===== src/rtl/frag_tile_iterator.sv =====
// Fragment tile iterator: walks a fixed-point bounding box row by row and
// presents LANES horizontally adjacent fragment positions per beat.
//
// state   | meaning
// S_IDLE  | waiting for a new box (o_us_rfd=1)
// S_RUN   | presenting beats, advancing on each downstream accept
// S_DRAIN | one cycle with outputs cleared before returning to idle
module frag_tile_iterator #(
    parameter int COORD_W    = 16,
    parameter int FRAC_W     = 4,
    parameter int LANES      = 4,
    parameter int SERPENTINE = 0
) (
    input  logic               i_clk,
    input  logic               i_rst,
    input  logic               i_nd,
    output logic               o_us_rfd,
    input  logic [COORD_W-1:0] i_fp_min_x,
    input  logic [COORD_W-1:0] i_fp_max_x,
    input  logic [COORD_W-1:0] i_fp_min_y,
    input  logic [COORD_W-1:0] i_fp_max_y,
    input  logic               i_ds_rfd,
    output logic               o_rdy,
    output logic [COORD_W-1:0] o_fp_x,
    output logic [COORD_W-1:0] o_fp_y,
    output logic [LANES-1:0]   o_lane_mask,
    output logic               o_last
);

    localparam int LOG2L   = $clog2(LANES);
    localparam int STEP_SH = FRAC_W + LOG2L;
    localparam logic [COORD_W:0] PIX = {{COORD_W{1'b0}}, 1'b1} << FRAC_W;

    typedef enum logic [1:0] {S_IDLE, S_RUN, S_DRAIN} state_t;

    state_t             r_state;
    logic [COORD_W-1:0] r_min_x, r_max_x, r_max_y;
    logic [COORD_W-1:0] r_kmax;
    logic [COORD_W-1:0] r_k;
    logic [COORD_W:0]   r_y;
    logic               r_odd;
    logic               r_us_rfd, r_rdy, r_last;
    logic [COORD_W-1:0] r_fp_x, r_fp_y;
    logic [LANES-1:0]   r_mask;

    logic [COORD_W-1:0] w_in_diff, w_in_kmax;
    logic               w_degen;
    logic               w_rev, w_row_end;
    logic [COORD_W-1:0] w_bmin, w_bmax, w_bmaxy, w_bkmax;
    logic [COORD_W-1:0] w_nk;
    logic [COORD_W:0]   w_ny;
    logic               w_nodd, w_nrev;
    logic [COORD_W:0]   w_bx;
    logic [LANES-1:0]   w_mask;
    logic               w_nlast;

    assign w_in_diff = i_fp_max_x - i_fp_min_x;
    assign w_in_kmax = w_in_diff >> STEP_SH;
    assign w_degen   = (i_fp_min_x > i_fp_max_x) || (i_fp_min_y > i_fp_max_y);
    assign w_rev     = (SERPENTINE != 0) && r_odd;
    assign w_row_end = w_rev ? (r_k == '0) : (r_k == r_kmax);

    // Pick the next beat: the first beat of a fresh box in idle, otherwise the
    // successor of the current beat in visit order.
    always_comb begin
        w_bmin  = r_min_x;
        w_bmax  = r_max_x;
        w_bmaxy = r_max_y;
        w_bkmax = r_kmax;
        w_nk    = r_k;
        w_ny    = r_y;
        w_nodd  = r_odd;
        if (r_state == S_IDLE) begin
            w_bmin  = i_fp_min_x;
            w_bmax  = i_fp_max_x;
            w_bmaxy = i_fp_max_y;
            w_bkmax = w_in_kmax;
            w_nk    = '0;
            w_ny    = {1'b0, i_fp_min_y};
            w_nodd  = 1'b0;
        end else if (!w_row_end) begin
            w_nk = w_rev ? (r_k - COORD_W'(1)) : (r_k + COORD_W'(1));
        end else begin
            w_ny   = r_y + PIX;
            w_nodd = ~r_odd;
            w_nk   = ((SERPENTINE != 0) && !r_odd) ? r_kmax : '0;
        end
    end

    // Position, lane mask and last flag of the selected beat, all at COORD_W+1
    // bits so that lanes or rows past the top of the range never wrap.
    always_comb begin
        w_nrev = (SERPENTINE != 0) && w_nodd;
        w_bx   = {1'b0, w_bmin} + ({1'b0, w_nk} << STEP_SH);
        w_mask = '0;
        for (int i = 0; i < LANES; i++) begin
            w_mask[i] = (w_bx + ((COORD_W+1)'(i) << FRAC_W)) <= {1'b0, w_bmax};
        end
        w_nlast = ((w_ny + PIX) > {1'b0, w_bmaxy}) &&
                  (w_nrev ? (w_nk == '0) : (w_nk == w_bkmax));
    end

    // Control FSM with registered handshake and beat outputs.
    always_ff @(posedge i_clk) begin
        if (i_rst) begin
            r_state  <= S_IDLE;
            r_us_rfd <= 1'b1;
            r_rdy    <= 1'b0;
            r_fp_x   <= '0;
            r_fp_y   <= '0;
            r_mask   <= '0;
            r_last   <= 1'b0;
            r_min_x  <= '0;
            r_max_x  <= '0;
            r_max_y  <= '0;
            r_kmax   <= '0;
            r_k      <= '0;
            r_y      <= '0;
            r_odd    <= 1'b0;
        end else begin
            case (r_state)
                S_IDLE: begin
                    if (i_nd) begin
                        r_min_x  <= i_fp_min_x;
                        r_max_x  <= i_fp_max_x;
                        r_max_y  <= i_fp_max_y;
                        r_kmax   <= w_in_kmax;
                        r_us_rfd <= 1'b0;
                        if (w_degen) begin
                            r_state <= S_DRAIN;
                        end else begin
                            r_state <= S_RUN;
                            r_rdy   <= 1'b1;
                            r_fp_x  <= w_bx[COORD_W-1:0];
                            r_fp_y  <= w_ny[COORD_W-1:0];
                            r_mask  <= w_mask;
                            r_last  <= w_nlast;
                            r_k     <= w_nk;
                            r_y     <= w_ny;
                            r_odd   <= w_nodd;
                        end
                    end
                end
                S_RUN: begin
                    if (i_ds_rfd) begin
                        if (r_last) begin
                            r_state <= S_DRAIN;
                            r_rdy   <= 1'b0;
                            r_fp_x  <= '0;
                            r_fp_y  <= '0;
                            r_mask  <= '0;
                            r_last  <= 1'b0;
                        end else begin
                            r_fp_x <= w_bx[COORD_W-1:0];
                            r_fp_y <= w_ny[COORD_W-1:0];
                            r_mask <= w_mask;
                            r_last <= w_nlast;
                            r_k    <= w_nk;
                            r_y    <= w_ny;
                            r_odd  <= w_nodd;
                        end
                    end
                end
                default: begin
                    r_state  <= S_IDLE;
                    r_us_rfd <= 1'b1;
                    r_rdy    <= 1'b0;
                    r_fp_x   <= '0;
                    r_fp_y   <= '0;
                    r_mask   <= '0;
                    r_last   <= 1'b0;
                end
            endcase
        end
    end

    assign o_us_rfd    = r_us_rfd;
    assign o_rdy       = r_rdy;
    assign o_fp_x      = r_fp_x;
    assign o_fp_y      = r_fp_y;
    assign o_lane_mask = r_mask;
    assign o_last      = r_last;

endmodule

===== config.mk =====
export PLATFORM = sky130hd
export DESIGN_NAME = frag_tile_iterator
export DESIGN_NICKNAME = d
export VERILOG_FILES = /design/src/rtl/frag_tile_iterator.sv
export SDC_FILE = /design/constraint.sdc
export NUM_CORES = 1
export LEC_CHECK = 0
export BUFFER_PORTS_ARGS = -buffer_cell sky130_fd_sc_hd__buf_2
export CORE_MARGIN = 2
export CORE_UTILIZATION = 35
export CTS_CLUSTER_SIZE = 28
export DETAILED_ROUTE_END_ITERATION = 16
export GPL_TIMING_DRIVEN = 0
export PLACE_DENSITY_LB_ADDON = 0.3
export SETUP_SLACK_MARGIN = 0.02
export SYNTH_ARGS = -nofsm -noshare
export SYNTH_HDL_FRONTEND = slang
export SYNTH_SLANG_ARGS = --single-unit

===== constraint.sdc =====
create_clock -name i_clk -period 13.8 [get_ports i_clk]
set_input_delay 1.38 -clock i_clk [delete_from_list [all_inputs] [get_ports i_clk]]
set_output_delay 1.38 -clock i_clk [all_outputs]
set_load 0.02 [all_outputs]

After elaboration in Yosys (flattened, before gate mapping)
Index checks and enable logic that the tools add are counted.
{ "totals": {"ff_bits": 132, "in_bits": 68} }
{ "op_classes": {"n_addsub": 8, "n_lt_le_gt_ge": 7, "eq_ne": 8, "mux": 50, "bitwise_logic": 1, "reduce_logical": 10} }
{ "op_table": {"columns": ["cell", "count"], "rows": [
  ["$mux 16", 17],
  ["$mux 17", 6],
  ["$pmux 16 s2", 3],
  ["$le 17x16->1", 4],
  ["$add 17x5->17 const B", 3],
  ["$add 17x6->17 const B", 2],
  ["$pmux 17 s2", 1],
  ["$eq 16x10->1", 2],
  ["$gt 16x16->1", 2],
  ["$add 16x17->17", 1],
  ["$gt 17x16->1", 1],
  ["$add 16x1->16 const B", 1],
  ["$mux 4", 4],
  ["$sub 16x16->16", 1],
  ["$mux 10", 1],
  ["$ne 2x2->1 const B", 5],
  ["$mux 1", 9],
  ["$mux 2", 4],
  ["$pmux 4 s2", 1],
  ["$pmux 1 s2", 3],
  ["$reduce_and 3->1", 2],
  ["$reduce_and 5->1", 1],
  ["$pmux 2 s2", 1],
  ["$reduce_and 2->1", 2],
  ["7 further kinds", 7]
]} }

Depth between registers and ports, before layout
Gate-level depths: netlist of the first run.
{ "logic_depth": {"ltp_word": 9, "ltp_mapped": 30} }

Least setup slack after synthesis of the first run
OpenSTA, ideal clock, no wires.
{ "synth_path": {"path_kind": "register to register", "startpoint": "reg r_state[0]", "endpoint": "reg r_mask[1] (netlist: o_lane_mask[1])", "setup_time_ns": 0.060, "t_arrival_ns": 5.839, "required_ns": 13.740, "setup_slack_ns": 7.901, "stages_incl_launch_ff": 29, "n_path_buf": 6, "cell_sequence": "dfxtp_1 > clkbuf_1 > or2_2 > clkbuf_8 > buf_6 > clkbuf_1 > clkbuf_1 > nand2_1 > o21ai_0 > ha_1 > inv_1 > fa_1 > nor2b_1 > nor3_1 > nor3_1 > a21oi_1 > xnor2_1 > nand3_1 > and4b_1 > buf_2 > nand3_1 > xnor2_1 > ha_1 > or3_1 > a221oi_1 > a211oi_1 > or2_2 > a2111oi_0 > a311o_1"} }
{ "synth_between": {"elab_chain_cells": 8, "elab_cells_between_ends": 17} }
{ "synth_lines": {"columns": ["item", "line_no", "source"], "rows": [
  ["start, declared", "36", "state_t r_state;"],
  ["start signal, assigned", "106", "r_state <= S_IDLE;"],
  ["start signal, assigned", "130", "r_state <= S_DRAIN;"],
  ["start signal, assigned", "132", "r_state <= S_RUN;"],
  ["$logic_not 2->1", "73, 121", null],
  ["$mux 16", "73", "if (r_state == S_IDLE) begin"],
  ["$add 16x17->17", "94", "w_bx = {1'b0, w_bmin} + ({1'b0, w_nk} << STEP_SH);"],
  ["$add 17x5->17", "97", "w_mask[i] = (w_bx + ((COORD_W+1)'(i) << FRAC_W)) <= {1'b0, w_bmax};"],
  ["$le 17x16->1", "97", null],
  ["$mux 4 (on tied branches)", "146, 129", null],
  ["$mux 4 (on tied branches)", "145, 123", null],
  ["$pmux 4 s2", "121", "case (r_state)"],
  ["end signal, assigned", "136", "r_mask <= w_mask;"],
  ["end signal, assigned", "156", "r_mask <= w_mask;"],
  ["end, declared", "44", "logic [LANES-1:0] r_mask;"]
]} }
Several ways; a longest one is shown, not always the timed one. The select of a mux whose other input is x is not followed.
A chain may end at the register's enable or synchronous reset.

Worst setup path in the final report of the first run
{ "layout_path": {"startpoint": "reg r_state[0]", "endpoint": "reg r_mask[2] (netlist: o_lane_mask[2])"} }
{ "layout_between": {"elab_chain_cells": 8, "elab_cells_between_ends": 17} }
{ "layout_lines": {"columns": ["item", "line_no"], "rows": [
  ["$logic_not 2->1", "73, 121"],
  ["$mux 16", "73"],
  ["$add 16x17->17", "94"],
  ["$add 17x6->17", "97"],
  ["$le 17x16->1", "97"],
  ["$mux 4 (on tied branches)", "146, 129"],
  ["$mux 4 (on tied branches)", "145, 123"],
  ["$pmux 4 s2", "121"]
]} }
Several ways; a longest one is shown, not always the timed one. The select of a mux whose other input is x is not followed.

==> results.txt, run 1 <==
- 107 I/O pins were placed.
- Global routing used 23.2% of the available tracks across all layers.
- Of the available clock period, the critical path in the final layout requires 57.8%.
* FF+latch count, synth: 132
* Sequential standard cell area: 0.00264 sq mm
- Prior to clock tree synthesis, the placed netlist has a worst setup slack of 6020 ps.
- P_leak: 5.19 nW
* Worst setup EP type: flip-flop
* Total placed instance area: 0.0113 sq mm
- Drt wl/cell: 18.9 um
* Finished Cell Area: 0.0120 sq mm
* Worst hold slack: 453 ps
- The initial utilization of the core area, before any placement, comes to 35.7%.
- For this run, asynchronously set or reset flops after synthesis account for 0%.
- CP Max Fanout: 10
* Power density over the cells: 120 mW/mm^2
- Counting distinct cell types in the post-synthesis netlist gives 75.
* Routability Congestion: 0.919
* RSZ-0062 raised after global routing: false
* Vertical die dimension: 176 um
- Yosys printed 0 warnings.
- After clock tree synthesis, the clock-pin slew on the worst setup and hold paths is 70 ps.
* Maximum single-stage delay on the critical path: 880 ps
- For this block, the initial DRC count from the detailed router was 852.
- Routed via count divided by cell count: 5.54
- The number of antenna violations at the first check in global routing came to 0.
* X dimension of the die: 176 um
* First-pass GRT wire length: 54,800 um
- Pin count of the biggest net entering global routing: 17
- N_diodes: 0
* Placed insts: 1,853
- At the pin with the least slew margin, the transition time is 1120 ps.
- The cell area that synthesis handed to floorplanning was 0.0103 sq mm.
- Wire length after detailed routing: 35,700 um
- Final Max Tran Viols: 0
* Worst Reg-to-Reg Cells: 30
* Final setup skew: 14.5 ps
- DRC viols: 0
* Number of standard cells in the final layout excluding fillers: 1,885
- Critical register-to-register path startpoint: r_state[0]
- In the synthesized netlist the dominant register cell turns out to be dfxtp_1.
* Sequential fraction of the synthesis area: 25.6%
* Average size of a mapped cell: 7.56 sq um
* Setup Crit Path Kind: flip-flop to flip-flop
- Clock period minus worst slack: 7980 ps
- The setup check on the worst reg-to-reg path leaves a slack of 5820 ps.
- Final net count: 1,670
* Area of the core: 0.0289 sq mm
- The floorplan has 62 rows.
* Total number of vias: 10,400
- Highest Clock Rate: 125 MHz
* Via count of the first global-routing pass: 9,832
- The H-tree was split into 4 levels.
* Length of the first detailed-routing pass in iterations: 5
- Postcts setup bufs: 0
* Relative slew slack: 25.1%
- CTS placed an instance of clkbuf_16 at the clock tree root.
- CP Launch Type: flip-flop
* GR Overflow Total: 0
- TritonCTS Buffers: 17
- Fill cells in the final layout number 3,035.
- The final hold violation count came to 0.
* Worst min-delay path class: flip-flop to flip-flop
* Number of max-cap violations: 0
- At the worst endpoint, the required time is 14,130 ps.
* Number of sinks handled by clock tree synthesis: 132
- Buffer levels on the longest clock path: 2
- Power after layout: 1.44 mW
- Overall die area: 0.0308 sq mm
- The HPWL after detailed placement is 28,700 um.
- FF-to-FF End: o_lane_mask[2]
* Fraction of layout instances using a drive strength above 1: 12.0%
- Number of synthesized flops with an enable pin: 0
- Buffers placed on the I/O ports in this run total 105.
- In this run the remaining antenna-violating nets after routing total 0.
- TritonCTS clock tree: yes
* Number of standard cells after synthesis: 1,364
* Post-CTS Hold Fix Bufs: 0
* Data arrival time of the critical path: 8310 ps
- The multi-input combinational cells in the finished layout cover a total of 0.00710 sq mm.
- Across all setup checks in the final design, the least slack found is 5820 ps.
* Critical-path top delay cell: xnor2_1
- Sum Neg Setup Slack: 0 ps
- Core occupancy in the finished layout: 41.5%
* End point of the critical path: o_lane_mask[2]
* Start point of the critical path: r_state[0]
- The worst hold path was traced through 2 stages.
* Final-report setup violation count: 0
- Area growth from synthesis to layout: 16.0%
- In this run, post-CTS repair resized a total of 0 instances.
* Synthesized Nets: 1,546
- The flow ran to the end, and the final reports show no timing, DRC or antenna violations.
- Highest ir drop seen on vdd: 0.0626 mV
- The clock reaches the later pin of the worst-skew pair after 430 ps.
==> Yosys cell counts, types with 22 or more instances <==
master	count	share of area, %
nand2_1	251	9.1
a21oi_1	167	8.1
dfxtp_1	132	26
ha_1	113	14
nor2_1	100	3.6
inv_1	54	2.0
xnor2_1	50	4.2
clkbuf_1	49	1.8
o21ai_0	46	2.2
nand3_1	40	1.9
mux2i_1	39	3.8
xor2_1	38	3.2
nor3_1	30	1.5
nand4_1	22	1.3
==> worst min path at each step <==
stage / start / endpoint / slack (ps)
floorplan: r_y[1] / r_y[1] / 430
global placement: r_y[2] / r_y[2] / 440
detailed placement: r_y[2] / r_y[2] / 450
CTS: r_max_x[4] / r_max_x[4] / 450
global route: o_fp_y[6] / o_fp_y[6] / 470
finish: o_fp_y[7] / o_fp_y[7] / 450
==> registers in the layout (all words and copies together) (netlist names) <==
signal       cells
r_y             17
o_fp_x          16
r_k             16
o_rdy            1
o_fp_y          16
r_max_y         16
r_max_x         16
o_last           1
o_us_rfd         1
r_state          2
o_lane_mask      4
r_min_x         16
r_kmax          10
==> kinds of logic (layout without fill, tap and decap cells) <==
| family | after synthesis | count (layout) | synth area share (%) |
|---|---|---|---|
| adder cells (fa/ha/maj) | 114 | 114 | 13.9 |
| AO/OA/AOI/OAI | 329 | 329 | 19.5 |
| flip-flops | 132 | 132 | 25.6 |
| multiplexers | 39 | 39 | 3.79 |
| buffers and inverters | 126 | 263 | 5.47 |
| XOR/XNOR | 88 | 88 | 7.48 |
| AND/OR/NAND/NOR | 536 | 536 | 24.3 |
==> worst max-delay path: cells and delay by family, from the launching register on <==
kind / cells / cell delay, ps
buffers and inverters: 7 / 2090
AND/OR/NAND/NOR: 12 / 2300
adder cells (fa/ha/maj): 3 / 960
flip-flops: 1 / 310
AO/OA/AOI/OAI: 6 / 1180
XOR/XNOR: 2 / 1030
==> placed cells by master, fill, tap and decap left out, types with 10 or more instances in the layout <==
master / n
clkbuf_16: 17
buf_2: 115
or3_1: 10
nor4_1: 10
a21o_1: 20
nor2b_1: 13
nand3_1: 40
xnor2_1: 50
mux2i_1: 39
a22oi_1: 12
clkbuf_1: 49
o21ai_0: 46
inv_1: 54
and3_1: 12
nor3_1: 30
a21oi_1: 167
nand2_1: 251
ha_1: 113
xor2_1: 38
nand4_1: 22
dfxtp_1: 132
nor2_1: 100
==> layer usage <==
layer  global-route usage [%]  wire length, um  share of wire [%]
met1                     30.1            15700                 44
met2                     38.9            16800                 47
met3                     3.77             2090                5.9
met4                     7.92             1140                3.2
met5                        0                0                  0
==> report_power, final <==
part           internal, mW  leakage, nW  switching [mW]
clock network         0.315        0.312           0.193
registers             0.407         1.08          0.0190
logic                 0.185         3.80           0.319
==> area by class of cell <==
cell class                 count  area share (%)
multi-input combinational   1106            59.4
sequential                   132            22.1
timing repair buffer         105            4.39
tap                          384            4.02
clock buffer                  19            3.79
buffer                        72            3.02
inverter                      54            1.69
clock inverter                13            1.63
(Power assumes the default switching activity.)
==> run 2, diff against run 1 <==
Clock period 13.8 ns to 7.45 ns, I/O delays scaled along.
==> results.txt, run 2 (synthesized netlist as in run 1, its figures left out) <==
* Core occupancy in the finished layout: 41.6%
- The smallest clock period supported by the final layout is computed as 6990 ps.
- In the final design database the tool counted 1,669 nets.
* DRC viols: 0
- Area growth from synthesis to layout: 16.6%
- The finished cells cover 0.0120 sq mm.
* Starting density of the core: 35.7%
- After the first detailed-routing iteration, the DRC count stood at 865.
* Seq pwr share: 29.6%
* Cell chosen for the clock root: clkbuf_16
* Final setup skew: 12.7 ps
* Wire length after detailed routing: 35,600 um
* Count of pins on the block boundary: 107
* Result of the run: completed
* Drt wl/cell: 18.9 um
* Final Max Tran Viols: 0
* Final Hold Fails: 0
* Setup Crit Path Kind: flip-flop to flip-flop
- Cell seen most often among critical-path stages: nor3_1
- Global routing consumed, over all layers together, 23.2% of the routing resources.
- FF-to-FF End: o_lane_mask[2]
- Entering global routing, the biggest net connects 17 pins.
* Relative slew slack: 34.6%
- The worst hold path begins at o_fp_y[7].
- RSZ-0062 raised after global routing: false
* Number of max-cap violations: 0
- The library cells used most frequently in the layout, excluding fill and tap cells, are nand2_1, a21oi_1, dfxtp_1, buf_2, ha_1.
* Worst min-delay path class: flip-flop to flip-flop
- H-tree depth: 4
* Vertical die dimension: 176 um
- The core region is 0.0289 sq mm.
* Fillers: 3,028
- Maximum single-stage delay on the critical path: 450 ps
- Clock-pin slew reported for the worst setup and hold paths after clock tree synthesis: 70 ps
* Postcts setup bufs: 0
* Number of sinks handled by clock tree synthesis: 132
- Insertion delay to the later sink of the worst-skew pair: 430 ps
- The analysis attributes to net switching a power of 984 uW.
* Data arrival time of the critical path: 7320 ps
- In this run, the clock network consumes 35.2% of the power.
* N_diodes: 0
* First-pass GRT wire length: 54,900 um
- Power density over the cells: 222 mW/mm^2
* Worst Hold End: o_fp_y[7]
- The worst register-to-register path begins at r_state[0].
- Worst Reg-to-Reg Cells: 28
- The congestion estimate from routability-driven global placement came to 0.919.
- Register name with the most flops: r_y
* Highest Clock Rate: 143 MHz
- P_leak: 5.21 nW
* Length of the first detailed-routing pass in iterations: 5
- The worst path uses 93.8% of the clock period.
- Internal power comes to 1.68 mW.
- CP Max Fanout: 19
* Final-report setup violation count: 0
* Commonest non-fill, non-tap cell in the layout: nand2_1
* Critical-path top delay cell: o21ai_0
- CP Launch Type: flip-flop
- Port-buffer cells: 105
- Detail Placement HPWL: 28,700 um
- TritonCTS Buffers: 17
- Power after layout: 2.67 mW
- Via count of the first global-routing pass: 9,835
- The worst setup path is captured at a flip-flop.
- Of the cells placed in the final design, the portion with a size suffix greater than 1 is 12.3%.
- For this run the aggregate overflow at the end of global routing stands at 0.
- Final antenna-violating net count: 0
* Routed via count divided by cell count: 5.52
- Buffer levels on the longest clock path: 2
* Fraction of power consumed by combinational cells: 35.2%
- The number of antenna violations at the first check in global routing is 0.
- Max reg flops: 17
* Row count: 62
* Total placed instance area: 0.0113 sq mm
- Total number of vias: 10,400
* Cell depth of the worst min-delay path: 2
- TritonCTS clock tree: yes
* Switching portion of total power: 36.9%
- Required time worst endpoint: 7780 ps
* Overall die area: 0.0308 sq mm
- Worst reg-to-reg setup slack: 460 ps
- Measured along the x axis, the die boundary spans 176 um.
- Highest ir drop seen on vdd: 0.116 mV
- Slew of the pin with the lowest slew margin: 980 ps
-- run 2: worst max-delay path, delay by kind of cell, from the launching register on --
kind | cells | cell delay (ps)
simple gates | 11 | 2320
buf+inv | 6 | 1210
xor+xnor | 2 | 530
flops | 1 | 300
compound gates | 6 | 1530
fa+ha+maj | 3 | 960
-- run 2: worst max-delay path by stage --
stage | depth (start not counted) | startpoint | slack, ps | endpoint
after floorplan | 28 | r_state[0] | 1550 | o_lane_mask[1]
after global placement | 30 | r_state[0] | -310 | o_lane_mask[2]
after detailed placement | 30 | r_state[0] | -330 | o_lane_mask[2]
after CTS | 23 | r_k[1] | 120 | o_lane_mask[1]
after global routing | 26 | r_state[0] | 140 | o_lane_mask[1]
final | 28 | r_state[0] | 460 | o_lane_mask[2]
-- run 2: area by class of cell --
cell class	count	area, sq um	area share (%)
flip-flops and latches	132	2640	22.0
clock buffers	19	453	3.77
plain buffers	71	360	3.00
well taps	384	480	4.00
repair buffers	105	526	4.37
inverters	54	203	1.69
multi-input cells	1106	7160	59.6
clock inverters	13	195	1.62
-- run 2: routing by layer --
metal	up-vias	share of wire [%]	global-route usage [%]
met5	-	0	0
met1	4889	43	30.3
met2	370	47	39.0
met4	0	3.1	7.85
li1	5083	-	-
met3	65	6.3	3.61
-- run 2: what timing repair did --
action                     CTS  global route
resized for setup            3             6
hold buffers                 0             0
setup endpoints to repair    3             3
-- run 2: power groups by stage --
stage	logic, mW	clock network, mW	registers, mW
after floorplan	0.626	0	0.813
after global routing	1.04	0.980	0.794
final	0.939	0.940	0.789
after global placement	0.907	0	0.802
after detailed placement	0.922	0	0.804
after CTS	0.928	0.948	0.788
-- run 2: per-stage QoR --
| step | std cells | setup WS [ps] | setup TNS (ps) | hold slack, ps |
|---|---|---|---|---|
| CTS | 1885 | 120 | 0 | 454 |
| global placement | 1853 | -310 | -716 | 440 |
| detailed placement | 1853 | -335 | -805 | 445 |
| global route | 1884 | 142 | 0 | 467 |
| finish | 1884 | 458 | 0 | 452 |
| floorplan | 1364 | 1550 | 0 | 432 |
